<file path="src/rtl/cpu_pkg.sv">
// Shared types and constants for the control unit: opcodes, FSM states,
// ALU operation codes and the opcode-to-state decode helper.
package cpu_pkg;

  localparam int PC_WIDTH_DEF  = 7;
  localparam int D_ADDR_WIDTH  = 8;

  typedef enum logic [3:0] {
    OP_NOOP  = 4'd0,
    OP_STORE = 4'd1,
    OP_LOAD  = 4'd2,
    OP_ADD   = 4'd3,
    OP_SUB   = 4'd4,
    OP_HALT  = 4'd5
  } opcode_t;

  typedef enum logic [3:0] {
    S_INIT   = 4'd0,
    S_FETCH  = 4'd1,
    S_DECODE = 4'd2,
    S_NOOP   = 4'd3,
    S_LOADA  = 4'd4,
    S_LOADB  = 4'd5,
    S_STORE  = 4'd6,
    S_ADD    = 4'd7,
    S_SUB    = 4'd8,
    S_HALT   = 4'd9
  } state_t;

  localparam logic [1:0] ALU_NONE = 2'b00;
  localparam logic [1:0] ALU_ADD  = 2'b01;
  localparam logic [1:0] ALU_SUB  = 2'b10;

  // Maps an opcode field to the execute state that follows Decode.
  // Illegal opcodes (6..15) fall through to NoOp.
  function automatic state_t decode_state(input logic [3:0] op);
    state_t st;
    case (op)
      OP_NOOP:  st = S_NOOP;
      OP_STORE: st = S_STORE;
      OP_LOAD:  st = S_LOADA;
      OP_ADD:   st = S_ADD;
      OP_SUB:   st = S_SUB;
      OP_HALT:  st = S_HALT;
      default:  st = S_NOOP;
    endcase
    return st;
  endfunction

endpackage

</file>
<file path="src/rtl/control_unit_program_counter.sv">
// Program counter: PC_WIDTH-bit wrapping up-counter with asynchronous
// active-low clear and an increment enable.
module program_counter
  import cpu_pkg::*;
#(
  parameter int PC_WIDTH = PC_WIDTH_DEF
) (
  input  logic                clk,
  input  logic                rst_n,
  input  logic                i_inc,
  output logic [PC_WIDTH-1:0] o_pc
);

  logic [PC_WIDTH-1:0] r_pc;

  // Count register; natural binary overflow gives the modulo-2**PC_WIDTH wrap.
  always_ff @(posedge clk or negedge rst_n) begin
    if (!rst_n) begin
      r_pc <= '0;
    end else if (i_inc) begin
      r_pc <= r_pc + PC_WIDTH'(1);
    end else begin
      r_pc <= r_pc;
    end
  end

  assign o_pc = r_pc;

endmodule

</file>
<file path="src/rtl/control_unit.sv">
// Control unit: fetch/decode/execute sequencer for the 16-bit datapath.
// Owns the IR and the FSM; the PC lives in the program_counter sub-module.
// All outputs are a Moore decode of the state and IR registers.
module control_unit
  import cpu_pkg::*;
#(
  parameter int PC_WIDTH = PC_WIDTH_DEF
) (
  input  logic                    clk,
  input  logic                    rst_n,
  input  logic [15:0]             instr_in,
  output logic [PC_WIDTH-1:0]     pc_addr,
  output logic                    ir_ld,
  output logic [D_ADDR_WIDTH-1:0] d_addr,
  output logic                    d_wr,
  output logic                    rf_s,
  output logic [3:0]              rf_w_addr,
  output logic                    rf_w_en,
  output logic [3:0]              rf_ra_addr,
  output logic [3:0]              rf_rb_addr,
  output logic [1:0]              alu_op,
  output logic                    halted,
  output logic [3:0]              state_dbg
);

  state_t              r_state;
  state_t              w_state_next;
  logic [15:0]         r_ir;
  logic [PC_WIDTH-1:0] w_pc;
  logic                w_pc_inc;
  logic [3:0]          w_opcode;

  assign w_opcode = r_ir[15:12];
  assign w_pc_inc = (r_state == S_FETCH);

  program_counter #(
    .PC_WIDTH (PC_WIDTH)
  ) u_pc (
    .clk   (clk),
    .rst_n (rst_n),
    .i_inc (w_pc_inc),
    .o_pc  (w_pc)
  );

  // State register.
  always_ff @(posedge clk or negedge rst_n) begin
    if (!rst_n) begin
      r_state <= S_INIT;
    end else begin
      r_state <= w_state_next;
    end
  end

  // Instruction register: captures instr_in only at the end of Fetch.
  always_ff @(posedge clk or negedge rst_n) begin
    if (!rst_n) begin
      r_ir <= 16'h0000;
    end else if (r_state == S_FETCH) begin
      r_ir <= instr_in;
    end else begin
      r_ir <= r_ir;
    end
  end

  // Next-state logic; Halt is terminal until reset.
  always_comb begin
    w_state_next = S_INIT;
    case (r_state)
      S_INIT:   w_state_next = S_FETCH;
      S_FETCH:  w_state_next = S_DECODE;
      S_DECODE: w_state_next = decode_state(w_opcode);
      S_NOOP:   w_state_next = S_FETCH;
      S_STORE:  w_state_next = S_FETCH;
      S_LOADA:  w_state_next = S_LOADB;
      S_LOADB:  w_state_next = S_FETCH;
      S_ADD:    w_state_next = S_FETCH;
      S_SUB:    w_state_next = S_FETCH;
      S_HALT:   w_state_next = S_HALT;
      // Unreachable encodings recover through Init.
      default:  w_state_next = S_INIT;
    endcase
  end

  // Moore output decode from state and IR fields.
  always_comb begin
    ir_ld      = 1'b0;
    d_addr     = 8'h00;
    d_wr       = 1'b0;
    rf_s       = 1'b0;
    rf_w_addr  = 4'h0;
    rf_w_en    = 1'b0;
    rf_ra_addr = 4'h0;
    rf_rb_addr = 4'h0;
    alu_op     = ALU_NONE;
    halted     = 1'b0;
    case (r_state)
      S_FETCH: begin
        ir_ld = 1'b1;
      end
      S_STORE: begin
        d_addr     = r_ir[7:0];
        rf_ra_addr = r_ir[11:8];
        d_wr       = 1'b1;
      end
      // LoadA waits out the synchronous RAM read; LoadB commits the write.
      S_LOADA: begin
        d_addr    = r_ir[11:4];
        rf_s      = 1'b1;
        rf_w_addr = r_ir[3:0];
      end
      S_LOADB: begin
        d_addr    = r_ir[11:4];
        rf_s      = 1'b1;
        rf_w_addr = r_ir[3:0];
        rf_w_en   = 1'b1;
      end
      S_ADD: begin
        rf_ra_addr = r_ir[11:8];
        rf_rb_addr = r_ir[7:4];
        rf_w_addr  = r_ir[3:0];
        alu_op     = ALU_ADD;
        rf_w_en    = 1'b1;
      end
      S_SUB: begin
        rf_ra_addr = r_ir[11:8];
        rf_rb_addr = r_ir[7:4];
        rf_w_addr  = r_ir[3:0];
        alu_op     = ALU_SUB;
        rf_w_en    = 1'b1;
      end
      S_HALT: begin
        halted = 1'b1;
      end
      default: begin
        ir_ld = 1'b0;
      end
    endcase
  end

  assign pc_addr   = w_pc;
  assign state_dbg = r_state;

endmodule

</file>
<file path="config.mk">
export PLATFORM = sky130hd
export DESIGN_NAME = control_unit
export DESIGN_NICKNAME = d
export VERILOG_FILES = /design/src/rtl/cpu_pkg.sv /design/src/rtl/control_unit_program_counter.sv /design/src/rtl/control_unit.sv
export SDC_FILE = /design/constraint.sdc
export NUM_CORES = 1
export LEC_CHECK = 0
export ABC_AREA = 1
export CORE_ASPECT_RATIO = 1.1
export CORE_UTILIZATION = 35
export CTS_BUF_LIST = sky130_fd_sc_hd__clkbuf_16
export DETAILED_ROUTE_END_ITERATION = 6
export PLACE_DENSITY = 0.7
export SYNTH_ARGS = -nofsm -noshare
export SYNTH_HDL_FRONTEND = slang
export SYNTH_HIERARCHICAL = 1
export SYNTH_SLANG_ARGS = --single-unit
</file>
<file path="constraint.sdc">
create_clock -name clk -period 2.2 [get_ports clk]
set_clock_uncertainty 0.15 [all_clocks]
set_input_delay 0.44 -clock clk [delete_from_list [all_inputs] [get_ports clk]]
set_output_delay 0.44 -clock clk [all_outputs]
set_load 0.005 [all_outputs]
</file>
==> impl_results.md, run 1 <==
- Post-Synthesis Cells: 183
- Fmax: 453.0 MHz
- Max-cap viol count: 0
- Slew @ Worst Pin: 0.3395 ns
- Req. time, crit path: 1.61 ns
- Via count: 1421
- Proportion of synthesized area in mux cells: 0.007759
- Routed Antenna Nets: 0
- Hold violation count in the final report: 0
- Adder-cell share of the synthesized area: 0.008621
- Clock sinks: 27
- Distinct cells, synth: 25
- #FFs+latches synth: 27
- Clock latency on the worst-skew pair: 0.26 ns
- Initial Util: 0.3662
- Final TNS setup: -0.007365 ns
- GRT overflow: 0
- Max-slew headroom: 0.7737
- Worst EP arrival: 1.62 ns
- Hold crit path type: register to register
- Synth Area in XOR/XNOR: 0.02414
- Row cnt: 24
- Power Density: 1218 nW/um2
- PnR worst setup slack: -0.007365 ns
- Met3 Routed Length: 235 um
- WL met1: 1734 um
- Share of post-route cells with drive strength above 1: 0.2299
- Synthesized area: 1451 um2
- DRT iter0 DRCs: 56
- Layout fillers: 382
- Simple-gate portion of the synthesized area: 0.2603
- Final period utilization: 1.003
- Total GRT Usage: 0.1673
- Failing checks: negative setup slack
- Post-synth top cells: 61 x nand2_1, 28 x inv_1, 27 x dfrtp_1, 13 x o21ai_0, 9 x a21oi_1
- Critical-path maximum fanout: 4
- Via/cell ratio: 4.540
- IO Count: 56
- Fraction of registers with async set/reset: 1.000
- Pre-CTS setup slack: 0.03236 ns
- Initial antenna violation count: 0
- Wire per inst: 12.01 um
- Slew Limit Fails: 0
- Root buffer cell: clkbuf_16
- First-pass GRT wire length: 5713 um
- CP Launch Type: register
- H-tree Lvls: 1
- Max Buffers Root-to-Sink: 2
- Worst-path clk slew: 0.06 ns
- CTS tree: done
- Leading area contributor after synthesis: dfrtp_1
- Max IR drop VDD: 0.5345 mV
- DIE AREA: 4409 um2
- Met2 WL post-DR: 1750 um
- EDFF count, synth: 0
- Seq/Total Area, Yosys: 0.4655
- Synth Flop Type: dfrtp_1
- Minimum clock period: 2.207 ns
- Largest net degree at the start of global routing: 33
- Die Height: 69.54 um
- Most frequent cell after synthesis: nand2_1
- Final wirelength: 3760 um
- Dpl hpwl: 2629 um
- DRC: 0
- Top sig layer: met4
- RSZ-0062 raised after global routing: yes
- IO buf count: 55
- Total CTS buffers: 3
- Syn nets: 202
- Status: finished, violations left
- Drt pass-1 iters: 4
- Synth warn: 6
- Finish-stage setup viols: 1
- Leakage: 1.425 nW
- CP Capture Type: output pin
- Synth top area share: 0.4655
- Largest family of logic cells by synthesized area: simple AND/OR/NAND/NOR gates
- Final RePlAce weighted congestion: 0.8209
- Hold slack: 0.3435 ns
- Diodes inserted: 0
- Chip width: 63.40 um
- Compound-gate portion of the synthesized area: 0.1284
- Final nets: 281
- Synth Area per Inst: 7.931 um2
- Largest cells by area after synthesis: dfrtp_1 47%, nand2_1 16%, inv_1 7.2%, o21ai_0 4.5%, a21oi_1 3.1%
- Total core area: 3964 um2
- Layout overhead on the synthesized area: 63.36%
- Number of global-route vias before repair: 1279
- Crit Path Category: register to output pin
==> layout by cell type (no fill, tap or decap), types with 2 or more instances in the layout <==
master	Yosys	layout
nand2_1	61	59
clkdlybuf4s50_1	0	30
inv_1	28	27
dfrtp_1	27	27
buf_4	0	17
dlymetal6s2s_1	0	13
o21ai_0	13	11
dlygate4sd2_1	0	7
a21oi_1	9	6
inv_2	3	5
nor2_4	4	5
nand3_1	7	5
o21ai_2	5	5
buf_2	2	5
buf_6	1	5
nand2_2	2	4
a21oi_2	0	3
nor2_1	4	3
clkbuf_16	0	3
xor2_1	3	3
nand3_4	0	2
o21ai_1	0	2
o22ai_1	4	2
==> stage by stage <==
stage               utilization  instances  cell area (um2)  total power, mW
global route             0.5982        313             2371            3.130
CTS                      0.5641        304             2236            2.767
detailed placement       0.5350        298             2121            2.319
floorplan                     -        183             1451            1.753
finish                   0.5982        313             2371            2.887
global placement         0.5350        298             2121            2.289
==> cells by family (layout without fill, tap and decap cells) <==
group / count (synthesis) / count (layout)
AOI/OAI and AO/OA: 32 / 32
xor gates and xnor gates: 4 / 4
and+or+nand+nor: 83 / 83
DFF: 27 / 27
buffers and inverters: 35 / 113
adders and majority gates: 1 / 1
muxes: 1 / 1
==> critical path, stage by stage (launching register included) <==
cell and delay [ns]:
dfrtp_1 0.40, inv_2 0.05, buf_4 0.15, nor2_4 0.13
nand3_2 0.09, inv_1 0.06, clkdlybuf4s50_1 0.49
==> sequential cells by signal (all words and copies together) (netlist names) <==
register and cells:
r_ir 16, state_dbg 4, u_pc/o_pc 7
==> report_power, final <==
part           leakage, nW  internal [mW]  switching (mW)  total, mW
sequential           0.335          0.730           0.162      0.892
combinational         1.05          0.747           0.848       1.59
clock               0.0423          0.243           0.157      0.400
total                 1.43           1.72            1.17       2.89
==> timing repair <==
item	4_1_cts	5_1_grt
hold buffers	0	0
setup endpoints to repair	26	20
gates cloned	0	1
setup buffers	2	9
gates resized for setup	34	27
pin swaps	1	5
==> routing by layer <==
metal	vias to the layer above	track usage
li1	727	-
met1	648	0.2275
met2	41	0.2565
met3	5	0.04605
met4	0	0.05303
met5	-	0
==> final timing paths <==
check                              from  cells after the start  slack [ns]      endpoint
max                        state_dbg[0]                      6      -0.007        halted
min                        u_pc/o_pc[6]                      2        0.34  u_pc/o_pc[6]
max reg2reg                state_dbg[3]                     11        0.25  u_pc/o_pc[6]
min reg2reg                u_pc/o_pc[6]                      2        0.34  u_pc/o_pc[6]
max in group asynchronous         rst_n                      2        1.25       r_ir[0]
min in group asynchronous         rst_n                      2        0.40      r_ir[13]
==> cell type report <==
| class | instances | area, um2 | share of cell area |
|---|---|---|---|
| flip-flops and latches | 27 | 675.6 | 0.2850 |
| multi-input cells | 121 | 691.9 | 0.2918 |
| inverters | 31 | 116.4 | 0.04908 |
| clock buffers | 3 | 75.07 | 0.03166 |
| repair buffers | 78 | 743.2 | 0.3135 |
| well taps | 52 | 65.06 | 0.02744 |
| clock inverters | 1 | 3.754 | 0.001583 |
Power figures use the tool's default switching activity.
==> inputs of run 2 (changes only) <==
SETUP_SLACK_MARGIN = 0.2   (was unset)
==> run 2 against run 1 <==
Against the previous run: the run now ends clean; cell count rose by 2.6%; worst hold slack about the same; critical path depth up 2; first-iteration DRC count is 14% lower; power grew 4.8%; via count up 3.7%; utilization increased by 0.85 points; non-clock buffer count up 8; sequential share of layout area is 0.40 points lower; design area up 1.4%; combinational power increased by 8%; worst setup slack better by 0.13 ns; largest cell class is now multi-input gates.
==> impl_results.md, run 2 (synthesis gave the netlist of run 1 again) <==
- DRT iter0 DRCs: 48 (-14%)
- Die Height: 69.54 um (unchanged)
- Reg-to-reg endpoint: u_pc/o_pc[6]
- Slew @ Worst Pin: 0.3409 ns (+0.001392 ns)
- Leakage: 1.302 nW (-8.7%)
- Drt pass-1 iters: 4 (unchanged)
- Worst Setup EP: rf_w_addr[2]
- DRC: 0 (unchanged)
- Pre-CTS setup slack: 0.03236 ns (unchanged)
- Power Density: 1258 nW/um2 (+3.3%)
- Final TNS setup: 0 ns (+0.007365 ns)
- Max IR drop VDD: 0.5467 mV (+2.3%)
- GRT overflow: 0 (unchanged)
- R2r startpoint: state_dbg[0]
- Final RePlAce weighted congestion: 0.8209 (unchanged)
- Max-slew headroom: 0.7727 (-0.0009280)
- Slew Limit Fails: 0 (unchanged)
- RSZ-0062 raised after global routing: yes
- Finish-stage setup viols: 0 (-1)
- Max-cap viol count: 0 (unchanged)
- R2R Setup Slk: 0.32 ns (+0.07 ns)
- CP Launch Type: register
- Placed cell areas: 2121 um2 (unchanged)
- Layout overhead on the synthesized area: 65.69%
- Via/cell ratio: 4.589 (+1.1%)
- Post-Route Utilization: 0.6067 (+0.008523)
- Hold violation count in the final report: 0 (unchanged)
- IO Count: 56 (unchanged)
- Layout fillers: 375 (-1.8%)
- Status: completed
- Commonest non-fill, non-tap cells in the layout: 56 x nand2_1, 28 x clkdlybuf4s50_1, 27 x dfrtp_1, 26 x inv_1, 19 x buf_4
- Max Buffers Root-to-Sink: 2 (unchanged)
- IO buf count: 55 (unchanged)
- Initial Util: 0.3662 (unchanged)
- Critical-path maximum fanout: 4 (unchanged)
- Dpl hpwl: 2629 um (unchanged)
- DIE AREA: 4409 um2 (unchanged)
- PnR worst setup slack: 0.1220 ns (+0.1294 ns)
- Finished layout cell area: 2405 um2 (+1.4%)
- Total GRT Usage: 0.1846 (+0.01726)
- Root buffer cell: clkbuf_16
- Max FFs per register: 16 (unchanged)
- First-pass GRT wire length: 6285 um (+10%)
- Total CTS buffers: 3 (unchanged)
- Clock sinks: 27 (unchanged)
- Chip width: 63.40 um (unchanged)
- Req. time, crit path: 1.61 ns (about the same)
- Diodes inserted: 0 (unchanged)
- CP Capture Type: output pin
- Share of post-route cells with drive strength above 1: 0.3643 (+0.1344)
- Final period utilization: 0.9445 (-0.05882)
- Hold_buf cts: 0 (unchanged)
- Via count: 1473 (+3.7%)
- Total core area: 3964 um2 (unchanged)
- Row cnt: 24 (unchanged)
- Clock latency on the worst-skew pair: 0.26 ns (about the same)
- Worst-path clk slew: 0.06 ns (about the same)
- Biggest register: r_ir
- H-tree Lvls: 1 (unchanged)
- R2r worst-path depth: 12 (+1)
- CTS tree: done
- Most common cell after layout, fill and taps aside: nand2_1
- Largest net degree at the start of global routing: 33 (unchanged)
- Hold crit path type: register to register
- Number of global-route vias before repair: 1369 (+7.0%)
- Fmax: 481.2 MHz (+6.2%)
- Minimum clock period: 2.078 ns (-0.1294 ns)
- Crit Path Category: register to output pin
- Worst EP arrival: 1.49 ns (-0.13 ns)
- Routed Antenna Nets: 0 (unchanged)
- Final nets: 289 (+2.8%)
- Final wirelength: 4014 um (+6.8%)
- Initial antenna violation count: 0 (unchanged)
- Wire per inst: 12.50 um (+4.1%)
- CP Launch Point: state_dbg[0]
-- run 2: changes by cell type in the layout (fill, tap and decap cells not counted), moves of 4 or more --
cell,change
dlymetal6s2s_1,-11
buf_6,+7
a21oi_1,-4
buf_2,+13
-- run 2: power breakdown --
group          internal (mW)  switching (mW)
sequential             0.730           0.170
combinational          0.805           0.918
clock                  0.243           0.159
total                   1.78            1.25
-- run 2: critical path, cell delays in order (launching register included) --
cell and delay, ns:
dfrtp_1 0.44, buf_6 0.14, buf_4 0.14, nand3_4 0.08, buf_6 0.13, nand3_4 0.08, nand2_1 0.07, inv_1 0.03
buf_2 0.12
-- run 2: final cells by class --
cell class	count	area (um2)	area share
flip-flops and latches	27	675.6	0.2810
clock inverters	1	3.754	0.001561
well taps	52	65.06	0.02706
repair buffers	86	723.2	0.3007
multi-input cells	121	745.7	0.3101
clock buffers	3	75.07	0.03122
inverters	31	116.4	0.04839
-- run 2: how the worst min path moves through the flow --
stage	slack [ns]	cells after the start	start	to
after floorplan	-0.006	0	rst_n	r_ir[0]
after global placement	0.33	2	u_pc/o_pc[6]	u_pc/o_pc[6]
after detailed placement	0.33	2	u_pc/o_pc[6]	u_pc/o_pc[6]
after CTS	0.35	2	u_pc/o_pc[6]	u_pc/o_pc[6]
after global routing	0.41	2	u_pc/o_pc[6]	u_pc/o_pc[6]
final	0.34	2	u_pc/o_pc[6]	u_pc/o_pc[6]
-- run 2: through the flow --
step	instances	hold WS [ns]	total power, mW
floorplan	183	-0.005591	1.753
global placement	298	0.3288	2.289
detailed placement	298	0.3322	2.319
CTS	312	0.3511	2.851
global route	321	0.4058	3.258
finish	321	0.3438	3.026
-- run 2: routing by layer --
metal  global-route usage  vias up  wire [um]  part of all wire
li1                     -      743          -                 -
met1               0.2408      676       1732              0.43
met2               0.3026       47       2008              0.50
met3              0.04276        7        219             0.055
met4              0.05303        0         54             0.013
met5                    0        -          0                 0
-- run 2: timing repair --
action,in CTS,in global routing
buffers inserted,10,9
gates resized for setup,111,20
pin swaps,9,10
setup endpoints to repair,27,24
==> inputs of run 3 (changes only) <==
CORE_UTILIZATION = 43   (was 35)
PLACE_DENSITY = 0.83   (was 0.7)
SLEW_MARGIN = 10   (was unset)
==> run 3 against run 2 <==
Against the previous run: the run now ends with design-rule violations, negative setup slack left; clock-buffer cell count unchanged; global-route usage increased by 11 points; die area decreased by 18%; fmax decreased by 7.7%; sequential share of layout area decreased by 2.2 points; worst hold slack improved by 0.017 ns; critical endpoint is now rf_rb_addr[1]; highest routed layer unchanged.
==> impl_results.md, run 3 (synthesis gave the netlist of run 1 again) <==
- Layout Cells excl Fill: 319 (-0.62%)
- Met3 GRT Util: 0.04969 (+0.006926)
- Fmax: 444.0 MHz (-7.7%)
- Multi-input logic area: 790.8 um2 (+6.0%)
- Hold path depth: 2 (unchanged)
- Failing checks: design-rule violations, negative setup slack
- Diodes inserted: 0 (unchanged)
- Commonest non-fill, non-tap cells in the layout: 53 x nand2_1, 28 x clkdlybuf4s50_1, 27 x buf_6, 27 x dfrtp_1, 23 x inv_1
- Initial Util: 0.4642 (+0.09802)
- Final TNS setup: -0.1912 ns (-0.1912 ns)
- Critical path depth: 7 (-1)
- Met2 usage: 0.5247 (+0.2221)
- Layout overhead on the synthesized area: 79.48%
- Max Buffers Root-to-Sink: 2 (unchanged)
- CTS tree: done
- Total CTS buffers: 3 (unchanged)
- Cell Count Post-Placement: 276 (-7.4%)
- Worst EP arrival: 1.66 ns (+0.17 ns)
- Critical-path cell list: buf_6 > nand4_1 > buf_4 > buf_6 > buf_6 > a21oi_2 > buf_2
- Post-Route Utilization: 0.8331 (+0.2264)
- Total core area: 3127 um2 (-21%)
- Critical-path maximum fanout: 4 (unchanged)
- Total GRT Usage: 0.2976 (+0.1130)
- RSZ-0062 raised after global routing: yes
- Leakage: 1.366 nW (+4.9%)
- Via/cell ratio: 5.605 (+22%)
- Wire per inst: 19.10 um (+53%)
- Max-cap viol count: 0 (unchanged)
- Final period utilization: 1.024 (+0.07916)
- Via count: 1788 (+21%)
- Clock sinks: 27 (unchanged)
- Status: finished, violations left
- Biggest register: r_ir
- Slew @ Worst Pin: 0.3422 ns (+0.001296 ns)
- Root buffer cell: clkbuf_16
- Most common cell after layout, fill and taps aside: nand2_1
- IO buf count: 55 (unchanged)
- GRT overflow: 0 (unchanged)
- Crit-path max cell delay: 0.43 ns (about the same)
- Slew Limit Fails: 0 (unchanged)
- Layout fillers: 174 (-54%)
- Chip width: 57.40 um (-9.5%)
- Worst-path clk slew: 0.07 ns (about the same)
- Routed Antenna Nets: 0 (unchanged)
- Hold_buf cts: 0 (unchanged)
- Initial antenna violation count: 0 (unchanged)
- First-pass GRT wire length: 8121 um (+29%)
- Number of global-route vias before repair: 1641 (+20%)
- GRT busiest layer: met2
- CP Launch Type: register
- Power Density: 1300 nW/um2 (+3.3%)
- PnR worst setup slack: -0.05212 ns (-0.1741 ns)
- Final nets: 305 (+5.5%)
- Hold crit path type: register to register
- Final RePlAce weighted congestion: 0.7982 (-2.8%)
- Drt pass-1 iters: 7 (+3)
- Minimum clock period: 2.252 ns (+0.1741 ns)
- Clock latency on the worst-skew pair: 0.26 ns (about the same)
- R2r worst-path depth: 11 (-1)
- Max FFs per register: 16 (unchanged)
- CP delay by family, top: buffers and inverters
- Met1 Use GR: 0.3720 (+0.1312)
- Max-slew headroom: 0.7719 (-0.0008650)
- Crit Path Category: register to output pin
- CP Capture Type: output pin
- DRC: 5 (+5)
- DRT iter0 DRCs: 124 (+160%)
- Die Height: 62.93 um (-9.5%)
- Most used cell along the critical path: buf_6
- H-tree Lvls: 1 (unchanged)
- Max IR drop VDD: 0.8922 mV (+63%)
- Dpl hpwl: 2506 um (-4.7%)
- Worst path slowest cell: dfrtp_1
- Hold violation count in the final report: 0 (unchanged)
- Largest net degree at the start of global routing: 33 (unchanged)
- IO Count: 56 (unchanged)
- Row cnt: 21 (-13%)
- Final wirelength: 6092 um (+52%)
- Finish-stage setup viols: 9 (+9)
- Register area: 675.6 um2 (unchanged)
- Share of post-route cells with drive strength above 1: 0.4421 (+0.07779)
- DIE AREA: 3612 um2 (-18%)
- CP bufs+invs: 5 (unchanged)
- Req. time, crit path: 1.61 ns (about the same)
[run 3: power breakdown]
group          internal (mW)  switching (mW)
logic                  0.900            1.16
clock network          0.243           0.161
registers              0.730           0.193
total                   1.87            1.51
[run 3: cell type report]
cell class              count  share of cell area
multi-input cells         121              0.3036
clock buffers               3             0.02882
clock inverters             1            0.001441
well taps                  34             0.01633
repair buffers            102              0.3449
flip-flops and latches     27              0.2594
inverters                  31             0.04563
[run 3: routing by layer]
metal | wire length [um] | share of wire
met2 | 3075 | 0.50
met5 | 0 | 0
met3 | 476 | 0.078
met1 | 2248 | 0.37
met4 | 293 | 0.048
[run 3: what timing repair did]
item | CTS | global route
hold endpoints to repair | 0 | 0
setup buffers | 31 | 7
resized for setup | 128 | 43
endpoints found under the setup margin | 27 | 28
cloned | 1 | 0
pin swaps | 14 | 12
[run 3: final timing paths]
| kind | startpoint | endpoint | slack (ns) |
|---|---|---|---|
| worst max-delay path | state_dbg[3] | rf_rb_addr[1] | -0.05 |
| worst max register to register | state_dbg[3] | u_pc/o_pc[6] | 0.32 |
| max in group asynchronous | rst_n | r_ir[5] | 1.24 |
| min in group asynchronous | rst_n | r_ir[14] | 0.40 |
| worst min register to register | u_pc/o_pc[6] | u_pc/o_pc[6] | 0.36 |
| worst min-delay path | u_pc/o_pc[6] | u_pc/o_pc[6] | 0.36 |
[run 3: through the flow]
stage               setup WS [ns]  power (mW)  area [um2]  hold slack (ns)
floorplan                  0.5540       1.753        1451        -0.005591
global placement          0.04261       2.243        2068           0.3376
detailed placement        0.01232       2.282        2068           0.3412
CTS                      -0.02310       3.073        2487           0.3615
global route             -0.09969       3.563        2605           0.3912
finish                   -0.05212       3.387        2605           0.3609
[run 3: tightest hold or removal path: stages (launching register included)]
cell and delay, ns:
dfrtp_1 0.37, nand2_1 0.07, nand2_1 0.05
